File: config.mk
export PLATFORM = sky130hd
export DESIGN_NAME = mest_pro_display_scan
export DESIGN_NICKNAME = d
export VERILOG_FILES = /design/src/rtl/mest_pro_display_scan.sv
export SDC_FILE = /design/constraint.sdc
export NUM_CORES = 1
export LEC_CHECK = 0
export CAP_MARGIN = 15
export CORE_MARGIN = 1.5
export CORE_UTILIZATION = 24
export DETAILED_ROUTE_END_ITERATION = 10
export SLEW_MARGIN = 5
export SYNTH_ARGS = -nofsm -noshare
export SYNTH_HDL_FRONTEND = slang
export SYNTH_SLANG_ARGS = --single-unit
File: constraint.sdc
create_clock -name clk -period 2.9 [get_ports clk]
set_clock_uncertainty 0.2 [all_clocks]
set_input_delay 0.58 -clock clk [delete_from_list [all_inputs] [get_ports clk]]
set_output_delay 0.58 -clock clk [all_outputs]
set_load 0.02 [all_outputs]
File: src/rtl/mest_pro_display_scan.sv
// -----------------------------------------------------------------------------
// mest_pro_display_scan
//
// Multiplexed 7-segment scanner that sits after the MEST Pro output decoder.
// Decoded segment words are written into a per-digit buffer. The scanner walks
// digits 0..NUM_DIGITS-1. Each digit slot is BLANK_CYCLES all-dark cycles,
// which suppress ghosting, followed by REFRESH_DIV cycles with that digit's
// anode selected and its pattern on the shared segment bus.
//
// Ports
//   clk           system clock, all state on rising edge
//   rst           asynchronous active-high reset
//   i_wr_en       buffer write strobe
//   i_wr_digit    target digit of the write; out-of-range indices are dropped
//   i_seg         segment pattern to store (1 = segment lit)
//   i_enable      scan enable; low forces the display dark and parks the scan
//   o_seg         registered segment bus (1 = lit)
//   o_anode       registered digit selects, polarity set by ANODE_ACTIVE_LOW
//   o_digit_idx   digit whose slot (blank or show) is currently on the pins
//   o_frame_done  one-cycle pulse on the first cycle of each new frame
//
// All outputs are registered from the current state and buffer contents.
// They therefore trail the internal state by one cycle. As a result, a buffer
// write reaches the pins one edge after it lands. A slot that starts on the
// same edge as a write shows the updated pattern.
// -----------------------------------------------------------------------------
`ifndef OUTPUT_MEM_WIDTH
`define OUTPUT_MEM_WIDTH 7
`endif

module mest_pro_display_scan #(
    parameter int NUM_DIGITS       = 4,
    parameter int SEG_WIDTH        = `OUTPUT_MEM_WIDTH,
    parameter int REFRESH_DIV      = 1000,
    parameter int BLANK_CYCLES     = 16,
    parameter int ANODE_ACTIVE_LOW = 1,
    localparam int IDX_W           = $clog2(NUM_DIGITS)
) (
    input  logic                  clk,
    input  logic                  rst,
    input  logic                  i_wr_en,
    input  logic [IDX_W-1:0]      i_wr_digit,
    input  logic [SEG_WIDTH-1:0]  i_seg,
    input  logic                  i_enable,
    output logic [SEG_WIDTH-1:0]  o_seg,
    output logic [NUM_DIGITS-1:0] o_anode,
    output logic [IDX_W-1:0]      o_digit_idx,
    output logic                  o_frame_done
);

    localparam int CNT_MAX = (REFRESH_DIV > BLANK_CYCLES) ? REFRESH_DIV : BLANK_CYCLES;
    localparam int CNT_W   = $clog2(CNT_MAX + 1);

    localparam logic [CNT_W-1:0]      REFRESH_LAST = CNT_W'(REFRESH_DIV - 1);
    localparam logic [CNT_W-1:0]      BLANK_LAST   = CNT_W'((BLANK_CYCLES > 0) ? (BLANK_CYCLES - 1) : 0);
    localparam logic [IDX_W-1:0]      IDX_LAST     = IDX_W'(NUM_DIGITS - 1);
    localparam logic                  HAS_BLANK    = (BLANK_CYCLES > 0) ? 1'b1 : 1'b0;
    localparam logic [NUM_DIGITS-1:0] ANODE_IDLE   = (ANODE_ACTIVE_LOW != 0) ? {NUM_DIGITS{1'b1}}
                                                                             : {NUM_DIGITS{1'b0}};

    typedef enum logic [0:0] {
        ST_BLANK = 1'b0,
        ST_SHOW  = 1'b1
    } state_t;

    state_t                state_q;
    logic [CNT_W-1:0]      cnt_q;
    logic [IDX_W-1:0]      idx_q;
    logic [SEG_WIDTH-1:0]  buf_q [NUM_DIGITS];

    logic [SEG_WIDTH-1:0]  o_seg_q;
    logic [NUM_DIGITS-1:0] o_anode_q;
    logic [IDX_W-1:0]      o_digit_idx_q;
    logic                  o_frame_done_q;

    logic [SEG_WIDTH-1:0]  sel_seg_s;
    logic [NUM_DIGITS-1:0] sel_onehot_s;
    logic [SEG_WIDTH-1:0]  seg_d;
    logic [NUM_DIGITS-1:0] anode_d;
    logic                  frame_d;

    // Digit buffer: one register per digit. Indices at or above NUM_DIGITS match no entry, so the write is dropped.
    always_ff @(posedge clk or posedge rst) begin
        if (rst) begin
            for (int i = 0; i < NUM_DIGITS; i++) begin
                buf_q[i] <= {SEG_WIDTH{1'b0}};
            end
        end else begin
            for (int i = 0; i < NUM_DIGITS; i++) begin
                if (i_wr_en && (i_wr_digit == IDX_W'(i))) begin
                    buf_q[i] <= i_seg;
                end
            end
        end
    end

    // Select the current digit's pattern and anode, and build the next registered output values.
    always_comb begin
        sel_seg_s    = {SEG_WIDTH{1'b0}};
        sel_onehot_s = {NUM_DIGITS{1'b0}};
        seg_d        = {SEG_WIDTH{1'b0}};
        anode_d      = ANODE_IDLE;
        frame_d      = 1'b0;
        for (int i = 0; i < NUM_DIGITS; i++) begin
            sel_onehot_s[i] = (idx_q == IDX_W'(i));
            sel_seg_s       = sel_seg_s | (buf_q[i] & {SEG_WIDTH{(idx_q == IDX_W'(i))}});
        end
        // Enable is gated here so the pins go dark on the edge that samples it low.
        if (i_enable && (state_q == ST_SHOW)) begin
            seg_d   = sel_seg_s;
            anode_d = (ANODE_ACTIVE_LOW != 0) ? ~sel_onehot_s : sel_onehot_s;
        end else begin
            seg_d   = {SEG_WIDTH{1'b0}};
            anode_d = ANODE_IDLE;
        end
        // A frame starts when the index has just wrapped from the last digit to 0.
        // The pins still show the last digit at that point. The scan index is held
        // while disabled, and it is 0 both out of reset and on the pins, so neither
        // the first frame after reset nor the first frame after re-enable is flagged.
        frame_d = (idx_q == {IDX_W{1'b0}}) && (o_digit_idx_q == IDX_LAST);
    end

    // Scan FSM, slot counter, digit index and registered outputs.
    always_ff @(posedge clk or posedge rst) begin
        if (rst) begin
            state_q        <= ST_BLANK;
            cnt_q          <= {CNT_W{1'b0}};
            idx_q          <= {IDX_W{1'b0}};
            o_seg_q        <= {SEG_WIDTH{1'b0}};
            o_anode_q      <= ANODE_IDLE;
            o_digit_idx_q  <= {IDX_W{1'b0}};
            o_frame_done_q <= 1'b0;
        end else begin
            o_seg_q        <= seg_d;
            o_anode_q      <= anode_d;
            o_digit_idx_q  <= idx_q;
            o_frame_done_q <= frame_d;
            if (!i_enable) begin
                // Park in a fresh blank slot of the same digit.
                state_q <= ST_BLANK;
                cnt_q   <= {CNT_W{1'b0}};
            end else begin
                case (state_q)
                    ST_BLANK: begin
                        // With no blank time this state is only entered from reset or disable; leave it at once.
                        if (!HAS_BLANK || (cnt_q == BLANK_LAST)) begin
                            state_q <= ST_SHOW;
                            cnt_q   <= {CNT_W{1'b0}};
                        end else begin
                            cnt_q <= cnt_q + CNT_W'(1);
                        end
                    end
                    ST_SHOW: begin
                        if (cnt_q == REFRESH_LAST) begin
                            cnt_q   <= {CNT_W{1'b0}};
                            idx_q   <= (idx_q == IDX_LAST) ? {IDX_W{1'b0}} : (idx_q + IDX_W'(1));
                            state_q <= HAS_BLANK ? ST_BLANK : ST_SHOW;
                        end else begin
                            cnt_q <= cnt_q + CNT_W'(1);
                        end
                    end
                    default: begin
                        state_q <= ST_BLANK;
                        cnt_q   <= {CNT_W{1'b0}};
                    end
                endcase
            end
        end
    end

    assign o_seg        = o_seg_q;
    assign o_anode      = o_anode_q;
    assign o_digit_idx  = o_digit_idx_q;
    assign o_frame_done = o_frame_done_q;

endmodule

==> results.ini, run 1 <==
[outcome]
status=finished clean

[logic_synthesis]
synth_flop_cell=dfrtp_1
synth_cell_types=33
synthArstFlopShare_pct=100
syn_nets=192
netlist_instances=174
postSynthAreaPerCell_sq_um=13.5
syn_area_sq_um=2360
synth_edf_count=0
yosysSeqAreaShare_pct=58.6
ys_warn_count=0
synth-seq-cells=55

[cells_and_area]
regArea_sq_um=1380
drive_gt1_share_pct=27.2
multi_input_area_sq_um=931
finalNonFillerCells=335
layout.nets=223
syn_to_final_growth_pct=21.6
final_core_util_pct=30.6
fillCellCount=996
diodes=0
final_cell_area_sq_um=2870

[clock_network]
ctsHoldBuffers=0
clock_latency_ns=0.31
cts_made_buffers=5
path_clk_slew_ns=0.09
post_cts_resized=0
cts.path.max_buffers=2
cts_max_level=2
cts_setup_buffers=0
cts_tree=done
cts_root_buf=clkbuf_8
cts_sinks=55

[power]
powerDensity_nw_per_um2=501
finalPower_mw=1.44
peakVddDrop_uv=200
p_leak_nw=1.14

[timing]
worst_pin_slew_ns=0.702
max_freq_mhz=454
setup_slack_ns=0.698
setup_tns_ns=0
min_period_ns=2.20
final_max_slew_viol_count=0
max_slew_margin_pct=53.2
hold-worst-slack_ns=0.280
setup_viol=0
hold_violations=0
grt_setup_unrepaired=no
fin_crit_sh_pct=75.9

[worst_hold_path]
worstHoldPathType=reg -> reg
worstHoldStart=idx_q[1]$_DFFE_PP0P_

[route]
dr.pass1.iters=4
vias=1531
postRouteAntennaNets=0
wire_per_inst_um=14.2
vias_per_cell=4.57
drt_iter0_drc=56
remaining_drc_errors=0
wl_um=4760

[global_routing]
grt_pass1_wl_um=8120
grt_pass1_vias=1601
antenna_found_initial=0
grt_overflow=0
grt_max_degree=56
gr-usage-all-layers_pct=10.1

[worst_setup_path]
critical_path.top_delay_family=buffers and inverters
cp-end-kind=output pin
crit_start=o_anode[1]$_DFF_PP1_
startpoint_type=flip-flop
crit_slowest_cell=clkdlybuf4s50_1
path_buf_inv=1
cp_cell_sequence=clkdlybuf4s50_1
path_class=reg -> out
critPathMaxStageDelay_ns=0.59
crit_required_ns=2.12
cp_max_fo=1
crit_arrival_ns=1.42
r2r-start=cnt_q[7]$_DFF_PP0_

[floorplan]
rows=35
design.core.area_sq_um=9370
initial_core_util_pct=25.2
die_width_um=102
ios=27
die_area_sq_um=10400
die_y_um=102

[placement]
placed_cells=327
dpl_cell_area_sq_um=2780
port-buffer-count=26
pre_cts_slack_ns=0.530
gp_congestion=0.699
post-dp-hpwl_um=3180

[run]
drv_cap=0

[logic make-up (layout without fill, tap and decap cells)]
group,after synthesis,in the layout,share of synthesized area (%)
buffers and inverters,12,44,1.91
adder cells (fa/ha/maj),5,5,2.65
AND/OR/NAND/NOR,36,36,11.0
XOR/XNOR,3,3,1.11
AO/OA/AOI/OAI,33,33,10.4
flip-flops,55,55,58.6
multiplexers,30,30,14.3
[worst paths after layout]
check / endpoint / slack (ns) / cells after the start
max in group asynchronous: idx_q[0]$_DFFE_PP0P_ / 1.46 / 3
worst min register to register: o_digit_idx[1]$_DFF_PP0_ / 0.28 / 0
worst max register to register: cnt_q[6]$_DFF_PP0_ / 0.78 / 3
worst max-delay path: o_anode[1] / 0.70 / 1
worst min-delay path: o_digit_idx[1]$_DFF_PP0_ / 0.28 / 0
min in group asynchronous: o_seg[1]$_DFF_PP0_ / 0.59 / 3
[cell usage after synthesis, types with 2 or more instances]
| cell type | count | area, sq um |
|---|---|---|
| nand2b_1 | 2 | 12.5 |
| o31ai_1 | 2 | 15.0 |
| nor2_1 | 2 | 7.51 |
| a21oi_1 | 7 | 35.0 |
| nand3b_1 | 3 | 22.5 |
| dfrtp_1 | 51 | 1280 |
| xor2_1 | 2 | 17.5 |
| ha_1 | 5 | 62.6 |
| clkbuf_1 | 5 | 18.8 |
| a2111oi_2 | 2 | 30.0 |
| dfstp_2 | 4 | 105 |
| nand3_1 | 9 | 45.0 |
| nor4_1 | 5 | 31.3 |
| or3_1 | 2 | 12.5 |
| a2111oi_0 | 3 | 26.3 |
| o21ai_0 | 3 | 15.0 |
| nand2_1 | 3 | 11.3 |
| a22oi_1 | 14 | 105 |
| or4_4 | 2 | 22.5 |
| inv_1 | 6 | 22.5 |
| mux2_2 | 30 | 338 |
[placed cells by master (no fill, tap or decap), drive strengths merged, types with 4 or more instances in the layout]
| cell | Yosys | final |
|---|---|---|
| mux2 | 30 | 30 |
| a21oi | 7 | 7 |
| a2111oi | 5 | 5 |
| ha | 5 | 5 |
| a22oi | 14 | 14 |
| inv | 6 | 6 |
| dfrtp | 51 | 51 |
| clkbuf | 5 | 5 |
| nand3 | 9 | 9 |
| dfstp | 4 | 4 |
| clkdlybuf4s50 | 0 | 26 |
| clkinv | 1 | 4 |
| nor4 | 7 | 7 |
[routing by layer]
layer | up-vias | wire length, um | track usage [%]
li1 | 714 | - | -
met4 | 0 | 54 | 3.48
met2 | 35 | 2170 | 15.4
met3 | 4 | 265 | 2.74
met1 | 778 | 2270 | 14.0
met5 | - | 0 | 0
[report_power, final]
part           switching (mW)  internal, mW
combinational          0.0594        0.0866
sequential             0.0390         0.844
clock                   0.242         0.166
total                   0.340          1.10
[sequential cells by signal, summed over array words and instances (netlist names)]
register      flops
buf_q            28
cnt_q            10
o_seg             7
o_anode           4
idx_q             2
o_digit_idx       2
o_frame_done      1
state_q           1
[final cells by class]
class,count,share of cell area [%]
flip-flops and latches,55,48.2
multi-input cells,107,32.5
repair buffers,29,9.86
well taps,129,5.63
clock buffers,5,2.40
inverters,7,0.917
clock inverters,3,0.524
No activity file was read; power rests on OpenSTA's default activity.
==> run 2, diff against run 1 <==
clock period = 1.86 ns   (was 2.9 ns; I/O delays follow)
==> results.ini, run 2 (synthesis results as in run 1) <==
[worst_setup_path]
crit_required_ns=1.85  ; was 2.12 ns
cp-end-kind=flip-flop  ; was output pin
crit_slowest_cell=or4_1  ; was clkdlybuf4s50_1
path_class=reg -> reg  ; was reg -> out
startpoint_type=flip-flop  ; unchanged
crit_arrival_ns=1.84  ; was 1.42 ns
cp_cell_sequence=nand2_1 > or4_1 > a2111oi_2  ; was clkdlybuf4s50_1
cp_max_fo=6  ; was 1
critPathMaxStageDelay_ns=0.54  ; was 0.59 ns

[floorplan]
rows=35  ; unchanged
ios=27  ; unchanged
die_area_sq_um=10400  ; unchanged
design.core.area_sq_um=9370  ; unchanged
die_width_um=102  ; unchanged
die_y_um=102  ; unchanged
initial_core_util_pct=25.2  ; unchanged

[timing]
fin_crit_sh_pct=99.1
setup_viol=0  ; unchanged
max_freq_mhz=542
setup_slack_ns=0.0159  ; was 0.698 ns
final_max_slew_viol_count=0  ; unchanged
grt_setup_unrepaired=yes  ; was no
hold_violations=0  ; unchanged
max_slew_margin_pct=72.9  ; was 53.2%
worst_pin_slew_ns=0.406  ; was 0.702 ns
min_period_ns=1.84

[worst_hold_path]
worstHoldPathType=in -> async  ; was reg -> reg

[clock_network]
cts_made_buffers=5  ; unchanged
clock_latency_ns=0.31  ; about the same
cts_max_level=2  ; unchanged
cts.path.max_buffers=2  ; unchanged
cts_tree=done  ; unchanged
cts_sinks=55  ; unchanged
cts_root_buf=clkbuf_8  ; unchanged
path_clk_slew_ns=0.10  ; was 0.09 ns

[global_routing]
grt_pass1_vias=1674  ; was 1,601
antenna_found_initial=0  ; unchanged
gr-usage-all-layers_pct=10.7  ; was 10.1%
grt_max_degree=22  ; was 56
grt_overflow=0  ; unchanged
grt_pass1_wl_um=8510  ; was 8120 um

[route]
wl_um=5140  ; was 4760 um
met3WireLength_um=201  ; was 265 um
postRouteAntennaNets=0  ; unchanged
wl_met2_um=2480  ; was 2170 um
remaining_drc_errors=0  ; unchanged
vias=1638  ; was 1,531
met1Wirelength_um=2390  ; was 2270 um
dr.pass1.iters=4  ; unchanged
routed.top_layer=met4  ; unchanged
drt_iter0_drc=33  ; was 56
vias_per_cell=4.50  ; was 4.57
wire_per_inst_um=14.1  ; was 14.2 um

[cells_and_area]
largest_reg_flops=28  ; unchanged
final_core_util_pct=34.5  ; was 30.6%
layout.nets=252  ; was 223
drive_gt1_share_pct=39.1  ; was 27.2%
syn_to_final_growth_pct=37.0  ; was 21.6%
diodes=0  ; unchanged
final_cell_mix=dfrtp_1 (48), mux2_2 (30), buf_4 (26), a22oi_1 (14), clkdlybuf4s50_1 (12)  ; was dfrtp_1 (51), mux2_2 (30), clkdlybuf4s50_1 (26), a22oi_1 (14), nand3_1 (9)
top_register=buf_q  ; unchanged
fillCellCount=940  ; was 996
final_common_cell=dfrtp_1  ; unchanged

[outcome]
status=finished clean  ; unchanged

[placement]
gp_congestion=0.740  ; was 0.699
port-buffer-count=26  ; unchanged
post-dp-hpwl_um=3560  ; was 3180 um
pre_cts_slack_ns=-0.144  ; was 0.530 ns

[run]
drv_cap=0  ; unchanged

[power]
peakVddDrop_uv=297  ; was 200 uV
powerDensity_nw_per_um2=763  ; was 501 nW/um^2
p_leak_nw=1.47  ; was 1.14 nW

[run 2: changes by cell type in the layout (fill, tap and decap cells not counted), moves of 2 or more]
cell             before  now
buf_12                0    5
a2111oi_1             0    2
buf_4                 3   26
clkinv_2              3    0
a2111oi_0             3    0
clkdlybuf4s50_1      26   12
dlygate4sd2_1         0    5
dfrtp_2               0    3
dfrtp_1              51   48
dlymetal6s2s_1        0    9
[run 2: layout make-up]
cell class	count	area [sq um]	area share [%]
clock buffer	5	68.8	2.13
clock inverter	3	47.5	1.47
inverter	7	30.0	0.930
multi-input combinational	107	953	29.5
sequential	55	1390	42.9
tap	129	161	5.00
timing repair buffer	58	583	18.1
[run 2: worst paths after layout]
kind                                       from                       end  slack (ns)  cells past startpoint
setup reg to reg             cnt_q[6]$_DFF_PP0_        cnt_q[7]$_DFF_PP0_        0.02                      3
hold reg to reg            idx_q[1]$_DFFE_PP0P_  o_digit_idx[1]$_DFF_PP0_        0.27                      0
min in group clk           idx_q[1]$_DFFE_PP0P_  o_digit_idx[1]$_DFF_PP0_        0.27                      0
setup / recovery             cnt_q[6]$_DFF_PP0_        cnt_q[7]$_DFF_PP0_        0.02                      3
hold / removal                              rst      idx_q[0]$_DFFE_PP0P_        0.20                      2
max in group asynchronous                   rst     buf_q[16]$_DFFE_PP0P_        0.84                      3
[run 2: report_power, final]
part / internal [mW] / leakage (nW) / switching (mW)
sequential: 1.32 / 0.687 / 0.0597
clock: 0.409 / 0.0587 / 0.411
combinational: 0.168 / 0.729 / 0.102
total: 1.89 / 1.47 / 0.573
[run 2: critical path, delay by kind of cell (launching register included)]
family             cells  cell delay [ns]
and+or+nand+nor        2             0.65
DFF                    1             0.47
AOI/OAI and AO/OA      1             0.41
[run 2: routing by layer]
metal | GRT usage [%] | vias to the layer above
met1 | 14.3 | 831
met3 | 3.01 | 6
met5 | 0 | -
met2 | 16.7 | 30
li1 | - | 771
met4 | 3.58 | 0
[run 2: timing repair]
action,in CTS,in global routing
hold buffers,0,0
gates resized for setup,6,20
cloned,0,1
pin swaps,0,3
setup endpoints to repair,7,21
buffers inserted,0,5
[run 2: per-stage QoR]
step / hold WS [ns] / total power, mW / setup TNS, ns / cells / area [sq um]
after floorplan: 0.216 / 1.55 / -0.167 / 174 / 2360
after global placement: 0.246 / 1.65 / -0.461 / 350 / 3010
after detailed placement: 0.256 / 1.67 / -0.862 / 350 / 3010
after CTS: 0.209 / 2.48 / 0 / 358 / 3120
after global routing: 0.228 / 2.58 / -0.674 / 364 / 3230
final: 0.200 / 2.46 / 0 / 364 / 3230
